## config.mk

```make
export PLATFORM = sky130hd
export DESIGN_NAME = bus_host_arbiter
export DESIGN_NICKNAME = d
export VERILOG_FILES = /design/src/rtl/bus_arb_pkg.sv /design/src/rtl/bus_arb_id_fifo.sv /design/src/rtl/bus_host_arbiter.sv
export SDC_FILE = /design/constraint.sdc
export NUM_CORES = 1
export LEC_CHECK = 0
export ABC_AREA = 1
export CORE_AREA = 2 2 125 127
export DETAILED_ROUTE_END_ITERATION = 16
export DIE_AREA = 0 0 127 129
export MAX_ROUTING_LAYER = met4
export PLACE_DENSITY = 0.52
export SYNTH_ARGS = -nofsm -noshare
export SYNTH_HDL_FRONTEND = slang
export SYNTH_SLANG_ARGS = --single-unit
```

## constraint.sdc

```tcl
create_clock -name clk_i -period 2.5 [get_ports clk_i]
set_input_delay 0.5 -clock clk_i [delete_from_list [all_inputs] [get_ports clk_i]]
set_output_delay 0.5 -clock clk_i [all_outputs]
set_load 0.05 [all_outputs]
```

## src/rtl/bus_arb_pkg.sv

```systemverilog
// Shared types and helpers for the multi-host bus arbiter.
package bus_arb_pkg;

  localparam int unsigned MaxHostIdW = 3;

  typedef logic [MaxHostIdW-1:0] host_id_t;

  typedef enum logic {
    ArbFree,
    ArbLocked
  } arb_state_e;

  function automatic int unsigned HostIdW(input int unsigned nr_hosts);
    return (nr_hosts <= 2) ? 1 : $clog2(nr_hosts);
  endfunction

endpackage

```

## src/rtl/bus_arb_id_fifo.sv

```systemverilog
// In-flight host ID FIFO: records which host owns each accepted transaction so
// responses are routed back in order.
module bus_arb_id_fifo #(
  parameter int unsigned Depth = 2,
  parameter int unsigned Width = 1
) (
  input  logic                          clk_i,
  input  logic                          rst_ni,
  input  logic                          i_push,
  input  logic [Width-1:0]              i_data,
  input  logic                          i_pop,
  output logic [Width-1:0]              o_data,
  output logic                          o_full,
  output logic                          o_empty,
  output logic [$clog2(Depth+1)-1:0]    o_count
);

  localparam int unsigned PtrW = (Depth > 1) ? $clog2(Depth) : 1;
  localparam int unsigned CntW = $clog2(Depth+1);

  logic [Width-1:0] r_mem [Depth];
  logic [PtrW-1:0]  r_wptr;
  logic [PtrW-1:0]  r_rptr;
  logic [CntW-1:0]  r_count;
  logic             w_push;
  logic             w_pop;

  function automatic logic [PtrW-1:0] ptr_inc(input logic [PtrW-1:0] p);
    return (p == PtrW'(Depth-1)) ? '0 : p + PtrW'(1);
  endfunction

  assign o_full  = (r_count == CntW'(Depth));
  assign o_empty = (r_count == '0);
  assign o_count = r_count;
  assign o_data  = r_mem[r_rptr];
  assign w_push  = i_push & ~o_full;
  assign w_pop   = i_pop & ~o_empty;

  always_ff @(posedge clk_i) begin
    if (w_push) r_mem[r_wptr] <= i_data;
  end

  always_ff @(posedge clk_i) begin
    if (!rst_ni) begin
      r_wptr  <= '0;
      r_rptr  <= '0;
      r_count <= '0;
    end else begin
      if (w_push) r_wptr <= ptr_inc(r_wptr);
      if (w_pop)  r_rptr <= ptr_inc(r_rptr);
      case ({w_push, w_pop})
        2'b10:   r_count <= r_count + CntW'(1);
        2'b01:   r_count <= r_count - CntW'(1);
        default: r_count <= r_count;
      endcase
    end
  end

endmodule

```

## src/rtl/bus_host_arbiter.sv

```systemverilog
// Round-robin arbiter sharing one req/gnt/rvalid device port between NrHosts
// hosts, with grant lock on stall and in-order response routing.
module bus_host_arbiter
  import bus_arb_pkg::*;
#(
  parameter int unsigned NrHosts        = 2,
  parameter int unsigned DataWidth      = 32,
  parameter int unsigned AddressWidth   = 32,
  parameter int unsigned MaxOutstanding = 2
) (
  input  logic                                      clk_i,
  input  logic                                      rst_ni,
  input  logic [NrHosts-1:0]                        host_req_i,
  output logic [NrHosts-1:0]                        host_gnt_o,
  input  logic [NrHosts-1:0][AddressWidth-1:0]      host_addr_i,
  input  logic [NrHosts-1:0]                        host_we_i,
  input  logic [NrHosts-1:0][DataWidth/8-1:0]       host_be_i,
  input  logic [NrHosts-1:0][DataWidth-1:0]         host_wdata_i,
  output logic [NrHosts-1:0]                        host_rvalid_o,
  output logic [NrHosts-1:0][DataWidth-1:0]         host_rdata_o,
  output logic [NrHosts-1:0]                        host_err_o,
  output logic                                      dev_req_o,
  input  logic                                      dev_gnt_i,
  output logic [AddressWidth-1:0]                   dev_addr_o,
  output logic                                      dev_we_o,
  output logic [DataWidth/8-1:0]                    dev_be_o,
  output logic [DataWidth-1:0]                      dev_wdata_o,
  input  logic                                      dev_rvalid_i,
  input  logic [DataWidth-1:0]                      dev_rdata_i,
  input  logic                                      dev_err_i,
  output logic [$clog2(MaxOutstanding+1)-1:0]       outstanding_o,
  output logic                                      protocol_err_o
);

  localparam int unsigned IdW = HostIdW(NrHosts);

  arb_state_e     r_state;
  arb_state_e     w_state_next;
  host_id_t       r_ptr;
  host_id_t       r_lock_id;
  host_id_t       w_winner;
  logic           w_winner_valid;
  logic           w_locked;
  logic           w_full;
  logic           w_empty;
  logic           w_accept;
  logic           w_resp;
  logic [IdW-1:0] w_head;
  logic           r_protocol_err;

  // Rotating search is done by comparing indices, so no variable-width selects.
  always_comb begin
    w_winner       = '0;
    w_winner_valid = 1'b0;
    if (w_locked) begin
      w_winner = r_lock_id;
      for (int unsigned i = 0; i < NrHosts; i++) begin
        if (r_lock_id == host_id_t'(i)) w_winner_valid = host_req_i[i];
      end
    end else begin
      for (int unsigned off = 0; off < NrHosts; off++) begin
        for (int unsigned i = 0; i < NrHosts; i++) begin
          if (!w_winner_valid && host_req_i[i] &&
              (((32'(r_ptr) + off) % NrHosts) == i)) begin
            w_winner_valid = 1'b1;
            w_winner       = host_id_t'(i);
          end
        end
      end
    end
  end

  assign dev_req_o      = w_winner_valid & ~w_full;
  assign w_accept       = dev_req_o & dev_gnt_i;
  assign w_resp         = dev_rvalid_i & ~w_empty;
  assign host_rdata_o   = {NrHosts{dev_rdata_i}};
  assign protocol_err_o = r_protocol_err;

  always_comb begin
    host_gnt_o    = '0;
    host_rvalid_o = '0;
    host_err_o    = '0;
    dev_addr_o    = '0;
    dev_we_o      = 1'b0;
    dev_be_o      = '0;
    dev_wdata_o   = '0;
    for (int unsigned i = 0; i < NrHosts; i++) begin
      if (w_winner_valid && (w_winner == host_id_t'(i))) begin
        dev_addr_o    = host_addr_i[i];
        dev_we_o      = host_we_i[i];
        dev_be_o      = host_be_i[i];
        dev_wdata_o   = host_wdata_i[i];
        host_gnt_o[i] = dev_gnt_i & dev_req_o;
      end
      if (w_resp && (host_id_t'(w_head) == host_id_t'(i))) begin
        host_rvalid_o[i] = 1'b1;
        host_err_o[i]    = dev_err_i;
      end
    end
  end

  always_ff @(posedge clk_i) begin
    if (!rst_ni) r_state <= ArbFree;
    else         r_state <= w_state_next;
  end

  always_comb begin
    w_state_next = r_state;
    case (r_state)
      ArbFree:   if (dev_req_o && !dev_gnt_i) w_state_next = ArbLocked;
      ArbLocked: if (w_accept || !w_winner_valid) w_state_next = ArbFree;
      default:   w_state_next = ArbFree;
    endcase
  end

  always_comb begin
    w_locked = (r_state == ArbLocked);
  end

  always_ff @(posedge clk_i) begin
    if (!rst_ni) begin
      r_ptr          <= '0;
      r_lock_id      <= '0;
      r_protocol_err <= 1'b0;
    end else begin
      if (w_accept)
        r_ptr <= (w_winner == host_id_t'(NrHosts-1)) ? '0 : w_winner + host_id_t'(1);
      if (!w_locked && dev_req_o && !dev_gnt_i) r_lock_id <= w_winner;
      if (dev_rvalid_i && w_empty) r_protocol_err <= 1'b1;
    end
  end

  bus_arb_id_fifo #(
    .Depth (MaxOutstanding),
    .Width (IdW)
  ) u_id_fifo (
    .clk_i   (clk_i),
    .rst_ni  (rst_ni),
    .i_push  (w_accept),
    .i_data  (w_winner[IdW-1:0]),
    .i_pop   (w_resp),
    .o_data  (w_head),
    .o_full  (w_full),
    .o_empty (w_empty),
    .o_count (outstanding_o)
  );

endmodule

```

==> run_results.csv <==
group,metric,value,unit
worst_setup_path,required,2000,ps
outcome,status,"finished, final reports clean",
floorplanning,rows,45,
timing,slew_headroom,0.670,
clock_tree,clk_pin_slew,50,ps
timing,drv_slew,0,
floorplanning,ios,320,
floorplanning,fp.dieH,129,um
global_route,grt_pass1_vias,3144,
worst_setup_path,path_max_fanout,15,
placed_design,gp_congestion,0.767,
timing,worstMarginPinSlew,493,ps
routing,first_pass_iters,4,
routing,ant_nets,0,
cells_and_area,design_area,0.00530,sq mm
cells_and_area,fillers,1545,
floorplanning,core_area,0.0150,sq mm
timing,min_period,2380,ps
min_path,min_path_cells,2,
placed_design,dpl_cell_area,0.00508,sq mm
worst_setup_path,crit_chain,"dlygate4sd2_1 -> o21ai_2 -> nand2_8 -> buf_4 -> buf_12 -> nand3_1 -> nand2_1 -> buf_12",
placed_design,dp_hpwl,8700,um
clock_tree,clock_latency,240,ps
min_path,whs_endpoint,"r_lock_id[1]$_SDFFE_PN0P_",
clock_tree,root_buffer,"clkbuf_16",
worst_setup_path,slowest_stage,"o21ai_2",
synth,synth-seq-cells,13,
timing,max_freq,0.421,GHz
timing,hold_slack,442,ps
synth,synth_nets,567,
worst_setup_path,worstReg2RegStart,"r_lock_id[0]$_SDFFE_PN0P_",
timing,rsz0062_at_grt,"no",
floorplanning,die_w,127,um
pwr,internal_power,1.74,mW
routing,totalWireLength,11000,um
timing,finalCritPeriodShare,0.951,
min_path,hold_path_class,"flip-flop to flip-flop",
synth,ys_seq_area_frac,0.120,
timing,skew,1.18,ps
timing,hold_viol_final,0,
routing,drt_first_iter_violations,119,
min_path,worstHoldStart,"r_lock_id[1]$_SDFFE_PN0P_",
pwr,clkPwrFrac,0.093,
worst_setup_path,max_stage_delay,290,ps
synth,ys_types,27,
worst_setup_path,path_class,"input port to output pin",
global_route,grt_max_degree,39,
cells_and_area,syn_to_final_growth,127,%
synth,synthArstFlopShare,0,
worst_setup_path,cp_num_buf_inv,4,
pwr,p_leak,2.37,nW
worst_setup_path,end_kind,"output pin",
routing,routedWlPerCell,15.0,um
worst_setup_path,critical_path_arrival,1880,ps
synth,netlist_area,0.00233,sq mm
timing,setup_viol,0,
pwr,p_sw_frac,0.479,
cells_and_area,multiInputGateArea,0.00130,sq mm
worst_setup_path,path_common_cell,"buf_12",
global_route,grt-ovfl-total,0,
routing,drc_errors,0,
cells_and_area,mostFrequentLayoutCells,"clkdlybuf4s50_1 (145), nand3_1 (129), buf_12 (84)",
global_route,antenna_found_initial,1,
worst_setup_path,rrSetupSlack,640,ps
synth,synth_area_per_cell,5.99,sq um
synth,synth_area_leaders,"nand3_1 (28%), buf_4 (21%), nand2_1 (13%)",
pwr,p_comb_frac,0.823,
worst_setup_path,reg2regPathDepth,12,
synth,synth_flop_cell,"dfxtp_1",
synth,netlist_instances,389,
cells_and_area,nets,724,
routing,vias_per_cell,4.28,
synth,yosysWarnings,0,
worst_setup_path,cp-start-kind,"input port",
clock_tree,cts_htree_levels,1,
clock_tree,cts_buffer_depth,2,
global_route,grt_pass1_wl,16200,um
cells_and_area,layout_commonest_cell,"clkdlybuf4s50_1",
pwr,power.density,630,mW/mm^2
floorplanning,initial_core_util,0.156,
flow_run,max-cap-violations,0,
global_route,track_usage,0.128,
cells_and_area,drive_above_1_share,0.226,
clock_tree,tritoncts,"done",
pwr,peakVddDrop,0.236,mV
worst_setup_path,r2r-end,"u_id_fifo.o_count[1]$_SDFFE_PN0P_",
pwr,power_switching,1.60,mW
placed_design,numPortBuffers,223,
cells_and_area,seq_area,280,sq um
synth,synth_top_cell_by_area,"nand3_1",
synth,synth_top_area_share,0.277,
clock_tree,cts_hold_buf,0,
clock_tree,numCtsBuffers,3,
pwr,p_seq_frac,0.084,
synth,synth-edff-count,2,
routing,routed-via-count,3144,
floorplanning,dieArea,0.0164,sq mm
worst_setup_path,cp_top_family,"buffers and inverters",
clock_tree,cts.sinks,13,
==> what timing repair did <==
action	CTS	global route
gates resized for setup	10	0
endpoints found under the setup margin	56	0
setup buffers	3	0
==> cell usage after synthesis, types with 3 or more instances <==
| cell | n |
|---|---|
| buf_4 | 65 |
| nand3_1 | 129 |
| o21ai_0 | 5 |
| nor3_1 | 4 |
| buf_6 | 10 |
| nand2_1 | 80 |
| inv_1 | 16 |
| buf_2 | 14 |
| clkbuf_1 | 3 |
| a21oi_1 | 6 |
| dfxtp_1 | 11 |
| nand3_2 | 11 |
| nor2_1 | 16 |
==> kinds of logic (layout without fill, tap and decap cells) <==
logic type / count (synthesis) / after routing / share of synthesized area
simple gates: 246 / 246 / 0.506
buf+inv: 113 / 269 / 0.331
compound gates: 16 / 16 / 0.0376
flops: 13 / 13 / 0.120
fa+ha+maj: 1 / 1 / 0.00537
other cells: 0 / 1 / 0
==> registers in the layout (all words and copies together), names as in the netlist, named ones only <==
register           flops
r_lock_id              3
u_id_fifo.r_wptr       1
r_ptr                  1
r_state                1
u_id_fifo.o_count      2
u_id_fifo.r_rptr       1
protocol_err_o         1
u_id_fifo.r_mem        2
==> per-layer routing <==
layer	vias up	wire [um]	track usage
met1	1394	3790	0.123
met3	38	1040	0.0316
met5	-	0	-
li1	1543	-	-
met4	0	327	0.0407
met2	169	5830	0.250
==> tightest hold or removal path, cell delays in order, from the launching register on <==
cell and delay [ps]:
dfxtp_1 290, inv_1 60, nor3_1 50
==> power by group through the flow <==
stage	registers (mW)	logic (mW)	clock network [mW]
4_1_cts	0.279	2.77	0.313
6_report	0.279	2.75	0.310
5_1_grt	0.285	2.89	0.319
3_3_place_gp	0.281	2.66	0
3_5_place_dp	0.283	2.68	0
2_1_floorplan	0.323	1.55	0
==> metrics by stage <==
step	util	total power [mW]	setup TNS (ps)	cells	worst slack, ps
5_1_grt	0.354	3.49	0	734	25.9
2_1_floorplan	-	1.87	-180	389	-90.1
6_report	0.354	3.34	0	734	124
3_3_place_gp	0.339	2.94	-411	723	-40.4
3_5_place_dp	0.339	2.96	-1540	723	-57.1
4_1_cts	0.353	3.37	0	733	136
==> worst max path at each step <==
stage,startpoint,endpoint,cells past startpoint
6_report,host_req_i[0],dev_wdata_o[15],8
4_1_cts,host_req_i[0],dev_addr_o[19],8
3_5_place_dp,host_req_i[0],dev_wdata_o[28],9
2_1_floorplan,u_id_fifo.o_count[0]$_SDFFE_PN0P_,host_err_o[0],2
5_1_grt,host_req_i[0],dev_addr_o[14],10
3_3_place_gp,host_req_i[0],dev_wdata_o[22],9
==> final cells by class <==
class,instances,share of cell area
antenna,1,0.000472
timing repair buffer,246,0.629
multi-input combinational,263,0.245
clock inverter,1,0.000945
tap,188,0.0444
inverter,19,0.0135
sequential,13,0.0529
clock buffer,3,0.0142
No activity file was read; power rests on OpenSTA's default activity.
